## src/rtl/iob_pcie_chnl_core.sv

```systemverilog
// Core-side endpoint of the 64-bit PCIe user channel: drives host-to-FPGA requests on RX,
// accepts and drains FPGA-to-host transfers on TX, bridging both to valid/ready streams.
module iob_pcie_chnl_core #(
    parameter int C_PCI_DATA_WIDTH = 64,
    parameter int ACK_TIMEOUT      = 1024
) (
    input  logic                        clk,
    input  logic                        rst,

    input  logic                        dn_start_i,
    input  logic [31:0]                 dn_len_i,
    input  logic [30:0]                 dn_off_i,
    input  logic                        dn_last_i,
    input  logic [C_PCI_DATA_WIDTH-1:0] dn_data_i,
    input  logic                        dn_valid_i,
    output logic                        dn_ready_o,
    output logic                        dn_busy_o,
    output logic                        dn_timeout_o,

    output logic                        CHNL_RX_o,
    output logic                        CHNL_RX_LAST_o,
    output logic [31:0]                 CHNL_RX_LEN_o,
    output logic [30:0]                 CHNL_RX_OFF_o,
    output logic [C_PCI_DATA_WIDTH-1:0] CHNL_RX_DATA_o,
    output logic                        CHNL_RX_DATA_VALID_o,
    input  logic                        CHNL_RX_DATA_REN_i,
    input  logic                        CHNL_RX_ACK_i,

    input  logic                        CHNL_TX_i,
    input  logic                        CHNL_TX_LAST_i,
    input  logic [31:0]                 CHNL_TX_LEN_i,
    input  logic [30:0]                 CHNL_TX_OFF_i,
    input  logic [C_PCI_DATA_WIDTH-1:0] CHNL_TX_DATA_i,
    input  logic                        CHNL_TX_DATA_VALID_i,
    output logic                        CHNL_TX_DATA_REN_o,
    output logic                        CHNL_TX_ACK_o,

    output logic [C_PCI_DATA_WIDTH-1:0] up_data_o,
    output logic                        up_valid_o,
    input  logic                        up_ready_i,
    output logic [31:0]                 up_len_o,
    output logic [30:0]                 up_off_o,
    output logic                        up_last_o,
    output logic                        up_done_o,
    output logic                        up_trunc_o
);

    localparam int              TMO_W    = $clog2(ACK_TIMEOUT + 1);
    localparam logic [TMO_W-1:0] TMO_LOAD = TMO_W'(ACK_TIMEOUT - 1);

    // 33-bit so that a length of all ones still yields 0x80000000 beats.
    function automatic logic [32:0] beats_of(input logic [31:0] len);
        beats_of = ({1'b0, len} + 33'd1) >> 1;
    endfunction

    typedef enum logic [1:0] {DN_IDLE, DN_REQ, DN_DATA} dn_state_e;
    typedef enum logic [1:0] {UP_IDLE, UP_ACK, UP_DATA, UP_DONE} up_state_e;

    dn_state_e          dn_state_q, dn_state_d;
    logic [31:0]        dn_len_q, dn_len_d;
    logic [30:0]        dn_off_q, dn_off_d;
    logic               dn_last_q, dn_last_d;
    logic [32:0]        dn_cnt_q, dn_cnt_d;
    logic [TMO_W-1:0]   dn_tmo_q, dn_tmo_d;
    logic               dn_timeout_q, dn_timeout_d;
    logic               dn_in_data, dn_xfer;

    up_state_e          up_state_q, up_state_d;
    logic [31:0]        up_len_q, up_len_d;
    logic [30:0]        up_off_q, up_off_d;
    logic               up_last_q, up_last_d;
    logic [32:0]        up_cnt_q, up_cnt_d;
    logic               up_trunc_q, up_trunc_d;
    logic               up_armed_q, up_armed_d;
    logic               up_in_data, up_xfer;

    always_ff @(posedge clk or posedge rst) begin
        if (rst) begin
            dn_state_q   <= DN_IDLE;
            dn_len_q     <= '0;
            dn_off_q     <= '0;
            dn_last_q    <= 1'b0;
            dn_cnt_q     <= '0;
            dn_tmo_q     <= '0;
            dn_timeout_q <= 1'b0;
        end else begin
            dn_state_q   <= dn_state_d;
            dn_len_q     <= dn_len_d;
            dn_off_q     <= dn_off_d;
            dn_last_q    <= dn_last_d;
            dn_cnt_q     <= dn_cnt_d;
            dn_tmo_q     <= dn_tmo_d;
            dn_timeout_q <= dn_timeout_d;
        end
    end

    assign dn_in_data = (dn_state_q == DN_DATA);
    assign dn_xfer    = dn_in_data & dn_valid_i & CHNL_RX_DATA_REN_i;

    always_comb begin
        dn_state_d   = dn_state_q;
        dn_len_d     = dn_len_q;
        dn_off_d     = dn_off_q;
        dn_last_d    = dn_last_q;
        dn_cnt_d     = dn_cnt_q;
        dn_tmo_d     = dn_tmo_q;
        dn_timeout_d = dn_timeout_q;
        case (dn_state_q)
            DN_IDLE: begin
                if (dn_start_i) begin
                    dn_len_d     = dn_len_i;
                    dn_off_d     = dn_off_i;
                    dn_last_d    = dn_last_i;
                    dn_cnt_d     = beats_of(dn_len_i);
                    dn_tmo_d     = TMO_LOAD;
                    dn_timeout_d = 1'b0;
                    dn_state_d   = DN_REQ;
                end
            end
            DN_REQ: begin
                // Acknowledge has priority over the timer expiring in the same cycle.
                if (CHNL_RX_ACK_i) begin
                    dn_state_d = (dn_cnt_q == 33'd0) ? DN_IDLE : DN_DATA;
                end else if (dn_tmo_q == '0) begin
                    dn_timeout_d = 1'b1;
                    dn_state_d   = DN_IDLE;
                end else begin
                    dn_tmo_d = dn_tmo_q - 1'b1;
                end
            end
            DN_DATA: begin
                if (dn_xfer) begin
                    dn_cnt_d = dn_cnt_q - 33'd1;
                    if (dn_cnt_q == 33'd1) begin
                        dn_state_d = DN_IDLE;
                    end
                end
            end
            default: dn_state_d = DN_IDLE;
        endcase
    end

    assign dn_busy_o            = (dn_state_q != DN_IDLE);
    assign dn_timeout_o         = dn_timeout_q;
    assign dn_ready_o           = dn_xfer;
    assign CHNL_RX_o            = dn_busy_o;
    assign CHNL_RX_LAST_o       = dn_last_q;
    assign CHNL_RX_LEN_o        = dn_len_q;
    assign CHNL_RX_OFF_o        = dn_off_q;
    assign CHNL_RX_DATA_VALID_o = dn_in_data & dn_valid_i;
    assign CHNL_RX_DATA_o       = dn_in_data ? dn_data_i : '0;

    always_ff @(posedge clk or posedge rst) begin
        if (rst) begin
            up_state_q <= UP_IDLE;
            up_len_q   <= '0;
            up_off_q   <= '0;
            up_last_q  <= 1'b0;
            up_cnt_q   <= '0;
            up_trunc_q <= 1'b0;
            up_armed_q <= 1'b1;
        end else begin
            up_state_q <= up_state_d;
            up_len_q   <= up_len_d;
            up_off_q   <= up_off_d;
            up_last_q  <= up_last_d;
            up_cnt_q   <= up_cnt_d;
            up_trunc_q <= up_trunc_d;
            up_armed_q <= up_armed_d;
        end
    end

    assign up_in_data = (up_state_q == UP_DATA);
    assign up_xfer    = up_in_data & CHNL_TX_DATA_VALID_i & up_ready_i;

    always_comb begin
        up_state_d = up_state_q;
        up_len_d   = up_len_q;
        up_off_d   = up_off_q;
        up_last_d  = up_last_q;
        up_cnt_d   = up_cnt_q;
        up_trunc_d = up_trunc_q;
        up_armed_d = up_armed_q;
        case (up_state_q)
            UP_IDLE: begin
                // A request still held high after completion must drop before re-arming.
                if (!CHNL_TX_i) begin
                    up_armed_d = 1'b1;
                end else if (up_armed_q) begin
                    up_len_d   = CHNL_TX_LEN_i;
                    up_off_d   = CHNL_TX_OFF_i;
                    up_last_d  = CHNL_TX_LAST_i;
                    up_cnt_d   = beats_of(CHNL_TX_LEN_i);
                    up_trunc_d = 1'b0;
                    up_armed_d = 1'b0;
                    up_state_d = UP_ACK;
                end
            end
            UP_ACK: begin
                up_state_d = (up_cnt_q == 33'd0) ? UP_DONE : UP_DATA;
            end
            UP_DATA: begin
                if (up_xfer && (up_cnt_q == 33'd1)) begin
                    up_cnt_d   = 33'd0;
                    up_state_d = UP_DONE;
                end else begin
                    if (up_xfer) begin
                        up_cnt_d = up_cnt_q - 33'd1;
                    end
                    if (!CHNL_TX_i) begin
                        up_trunc_d = 1'b1;
                        up_state_d = UP_DONE;
                    end
                end
            end
            UP_DONE: begin
                up_state_d = UP_IDLE;
            end
            default: up_state_d = UP_IDLE;
        endcase
    end

    assign CHNL_TX_ACK_o      = (up_state_q == UP_ACK);
    assign CHNL_TX_DATA_REN_o = up_in_data & up_ready_i;
    assign up_valid_o         = up_in_data & CHNL_TX_DATA_VALID_i;
    assign up_data_o          = up_in_data ? CHNL_TX_DATA_i : '0;
    assign up_len_o           = up_len_q;
    assign up_off_o           = up_off_q;
    assign up_last_o          = up_last_q;
    assign up_done_o          = (up_state_q == UP_DONE);
    assign up_trunc_o         = up_done_o & up_trunc_q;

endmodule

```

## config.mk

```make
export PLATFORM = sky130hd
export DESIGN_NAME = iob_pcie_chnl_core
export DESIGN_NICKNAME = d
export VERILOG_FILES = /design/src/rtl/iob_pcie_chnl_core.sv
export SDC_FILE = /design/constraint.sdc
export NUM_CORES = 1
export LEC_CHECK = 0
export CAP_MARGIN = 30
export CORE_AREA = 3 3 203 205
export DETAILED_ROUTE_END_ITERATION = 10
export DIE_AREA = 0 0 206 208
export SYNTH_ARGS = -nofsm -noshare
export SYNTH_HDL_FRONTEND = slang
export SYNTH_SLANG_ARGS = --single-unit
```

## constraint.sdc

```tcl
create_clock -name clk -period 19.1 [get_ports clk]
set_clock_uncertainty 0.1 [all_clocks]
set_input_delay 3.82 -clock clk [delete_from_list [all_inputs] [get_ports clk]]
set_output_delay 3.82 -clock clk [all_outputs]
set_load 0.03 [all_outputs]
```

==> impl_metrics.csv <==
group,metric,value,unit
status,status,"finished clean",
yosys,syn_inst,1340,
timing,period_needed,9648,ps
clock_tree,cts_htree_levels,1,
drt,ant_nets,0,
global_route,track_usage,0.2081,
yosys,avgSynthCellArea,8.923,um^2
yosys,syn_nets,1618,
timing,slew_headroom,0.3730,
global_route,grt_max_degree,95,
pwr,leakage,7.733,nW
pwr,powerDensity,144.2,nW/um^2
yosys,yosys_register_bits,212,
cells_and_area,synthToLayoutAreaGrowth,56.51,%
drt,routed_via_density,4.976,
timing,worst_pin_slew,940.6,ps
clock_tree,cts_tree,"built",
worst_setup_path,crit_top_cell,"clkdlybuf4s50_1",
worst_setup_path,critPathCaptureType,"output port",
cells_and_area,drive_above_1_share,0.08140,
flow_run,cap_violations,0,
drt,vias,11863,
worst_setup_path,slowest_delay,750,ps
floorplan,fp.dieH,208,um
clock_tree,cts.clk_slew.worst_paths,60,ps
yosys,ys.flop_type,"dfrtp_1",
clock_tree,worstSkewPairLatency,540,ps
worst_setup_path,crit_arrival,5730,ps
pwr,peakVddDrop,61.75,uV
yosys,ys_warn_count,0,
timing,rsz0062_at_grt,"no",
worst_setup_path,cp_max_fo,9,
clock_tree,post_cts_buffers,0,
yosys,synth_cell_type_count,75,
floorplan,start_util,0.3016,
drt,dr.pass1.iters,5,
yosys,netlist_area,11960,um^2
global_route,grt_antenna_before_repair,5,
floorplan,design.die.area,42850,um^2
place,hpwl,35.15,mm
yosys,yosysSeqAreaShare,0.4438,
yosys,synthTopCellsByArea,"dfrtp_1, nand2_1, and2_1",
timing,hold_violations,0,
global_route,grt_pass1_vias,11838,
place,gp_congestion,0.8763,
worst_setup_path,start_kind,"input pin",
worst_setup_path,critPathKind,"in -> out",
floorplan,die_width,206,um
drt,drc,0,
place,dp.cells,2332,
worst_setup_path,critPathSlowestCell,"clkdlybuf4s50_1",
drt,wl,46.16,mm
clock_tree,holdBufCountCts,0,
timing,fmax,103.7,MHz
timing,setup_violations,0,
yosys,synth-edff-count,0,
floorplan,rows,73,
floorplan,io-pin-count,531,
worst_setup_path,cp.required,15180,ps
drt,wire_per_inst,19.36,um
clock_tree,root_buffer,"clkbuf_16",
place,portBuffers,530,
clock_tree,cts_inserted_buffers,26,
timing,maxSlewViolCount,0,
clock_tree,cts-resized-gates,0,
worst_setup_path,regToRegSetupSlack,15660,ps
clock_tree,clock_path_buffers,3,
cells_and_area,stdcell_count,2384,
yosys,synth.top_cell.area_share,0.4416,
yosys,synth.largest_area_cell,"dfrtp_1",
worst_setup_path,worstPathCellList,"clkdlybuf4s50_1 > nand3_1 > inv_1 > clkdlybuf4s50_1",
global_route,grt_overflow,0,
cells_and_area,nets,2113,
yosys,synthArstFlopShare,1.000,
timing,period_share,0.5051,
timing,setup_tns,0,ps
clock_tree,cts.sinks,212,
hold_path,hp-class,"reg -> reg",
drt,first_iter_violations,673,
floorplan,core,39640,um^2
global_route,grt_pass1_wl,70.06,mm
==> metal layers <==
layer,share of wire,track usage
met4,0.031,0.07210
met5,0.00028,0
met1,0.34,0.2178
met2,0.54,0.3984
met3,0.083,0.05210
==> metrics by stage <==
step	power (mW)	hold slack [ps]	setup WS, ps	instance area (um^2)	util
final	2.698	373.7	9452	18710	0.4721
after global routing	2.856	399.2	9359	18710	0.4721
after CTS	2.727	376.6	9449	18700	0.4718
after detailed placement	2.158	361.5	9457	17740	0.4475
after global placement	2.140	358.9	9491	17730	0.4474
after floorplan	1.583	350.2	9387	11960	-
==> kinds of logic (layout without fill, tap and decap cells) <==
group                      count (synthesis)  count (layout)  share of synthesized area
AOI/OAI and AO/OA                        196             196                     0.1095
xor gates and xnor gates                  68              68                    0.04981
adders and majority gates                 13              13                    0.01360
buffers and inverters                     98             613                    0.03401
DFF                                      212             212                     0.4438
muxes                                     61              61                    0.05745
other                                      0               4                          0
and+or+nand+nor                          692             692                     0.2919
==> state kept, by name, indices dropped and copies added, names as in the netlist, 2 cells and up <==
| signal | flops |
|---|---|
| dn_tmo_q | 11 |
| CHNL_RX_OFF_o | 31 |
| CHNL_RX_LEN_o | 32 |
| dn_cnt_q | 33 |
| up_len_o | 32 |
| up_cnt_q | 33 |
| up_off_o | 31 |
| up_state_q | 2 |
| dn_state_q | 2 |
==> synthesized netlist by cell type, types with 6 or more instances <==
cell	count
a21oi_1	37
a22oi_1	7
a31oi_1	7
and2_1	135
and3_1	15
buf_1	6
clkbuf_1	64
dfrtp_1	211
ha_1	13
inv_1	21
mux2_2	61
nand2_1	268
nand3_1	53
nand4_1	25
nor2_1	61
nor3_1	42
nor4_1	26
o21ai_0	56
o21ai_1	6
o22ai_1	7
or2_2	6
or3_1	16
or4_1	12
xnor2_1	45
xor2_1	23
==> power by group <==
group | internal [mW] | switching (mW)
clock | 0.348 | 0.201
sequential | 0.620 | 0.127
combinational | 0.593 | 0.809
==> critical path: cells and delay by family <==
family	cells	cell delay [ps]
buf+inv	3	1560
simple gates	1	340
==> cell usage in the layout, fill, tap and decap left out, types with 13 or more instances in the layout <==
cell / count
or3_1: 16
nand2_1: 267
nor3_1: 42
clkdlybuf4s50_1: 530
a21oi_1: 37
buf_4: 13
nor2_1: 60
dfrtp_1: 211
clkbuf_16: 27
xnor2_1: 45
mux2_2: 61
and2_1: 135
o21ai_0: 56
xor2_1: 23
nand3_1: 52
and3_1: 15
nor4_1: 26
inv_1: 20
nand4_1: 25
==> path summary, 6_finish.rpt <==
path                                  start               end  cells past startpoint
max in group asynchronous               rst      up_off_o[10]                      3
setup reg to reg              up_state_q[0]      up_cnt_q[19]                      9
hold reg to reg            CHNL_RX_OFF_o[5]  CHNL_RX_OFF_o[5]                      2
setup / recovery                 dn_valid_i        dn_ready_o                      4
min in group asynchronous               rst  CHNL_RX_OFF_o[6]                      2
hold / removal             CHNL_RX_OFF_o[5]  CHNL_RX_OFF_o[5]                      2
==> layout make-up <==
cell class	instances	area (um^2)
Timing Repair Buffer	544	5408
Sequential cell	212	5306
Antenna cell	4	10.01
Tap cell	525	656.9
Clock buffer	36	769.5
Clock inverter	12	195.2
Fill cell	3799	20930
Inverter	21	86.33
Multi-Input combinational cell	1030	6281
(Power assumes the default switching activity.)
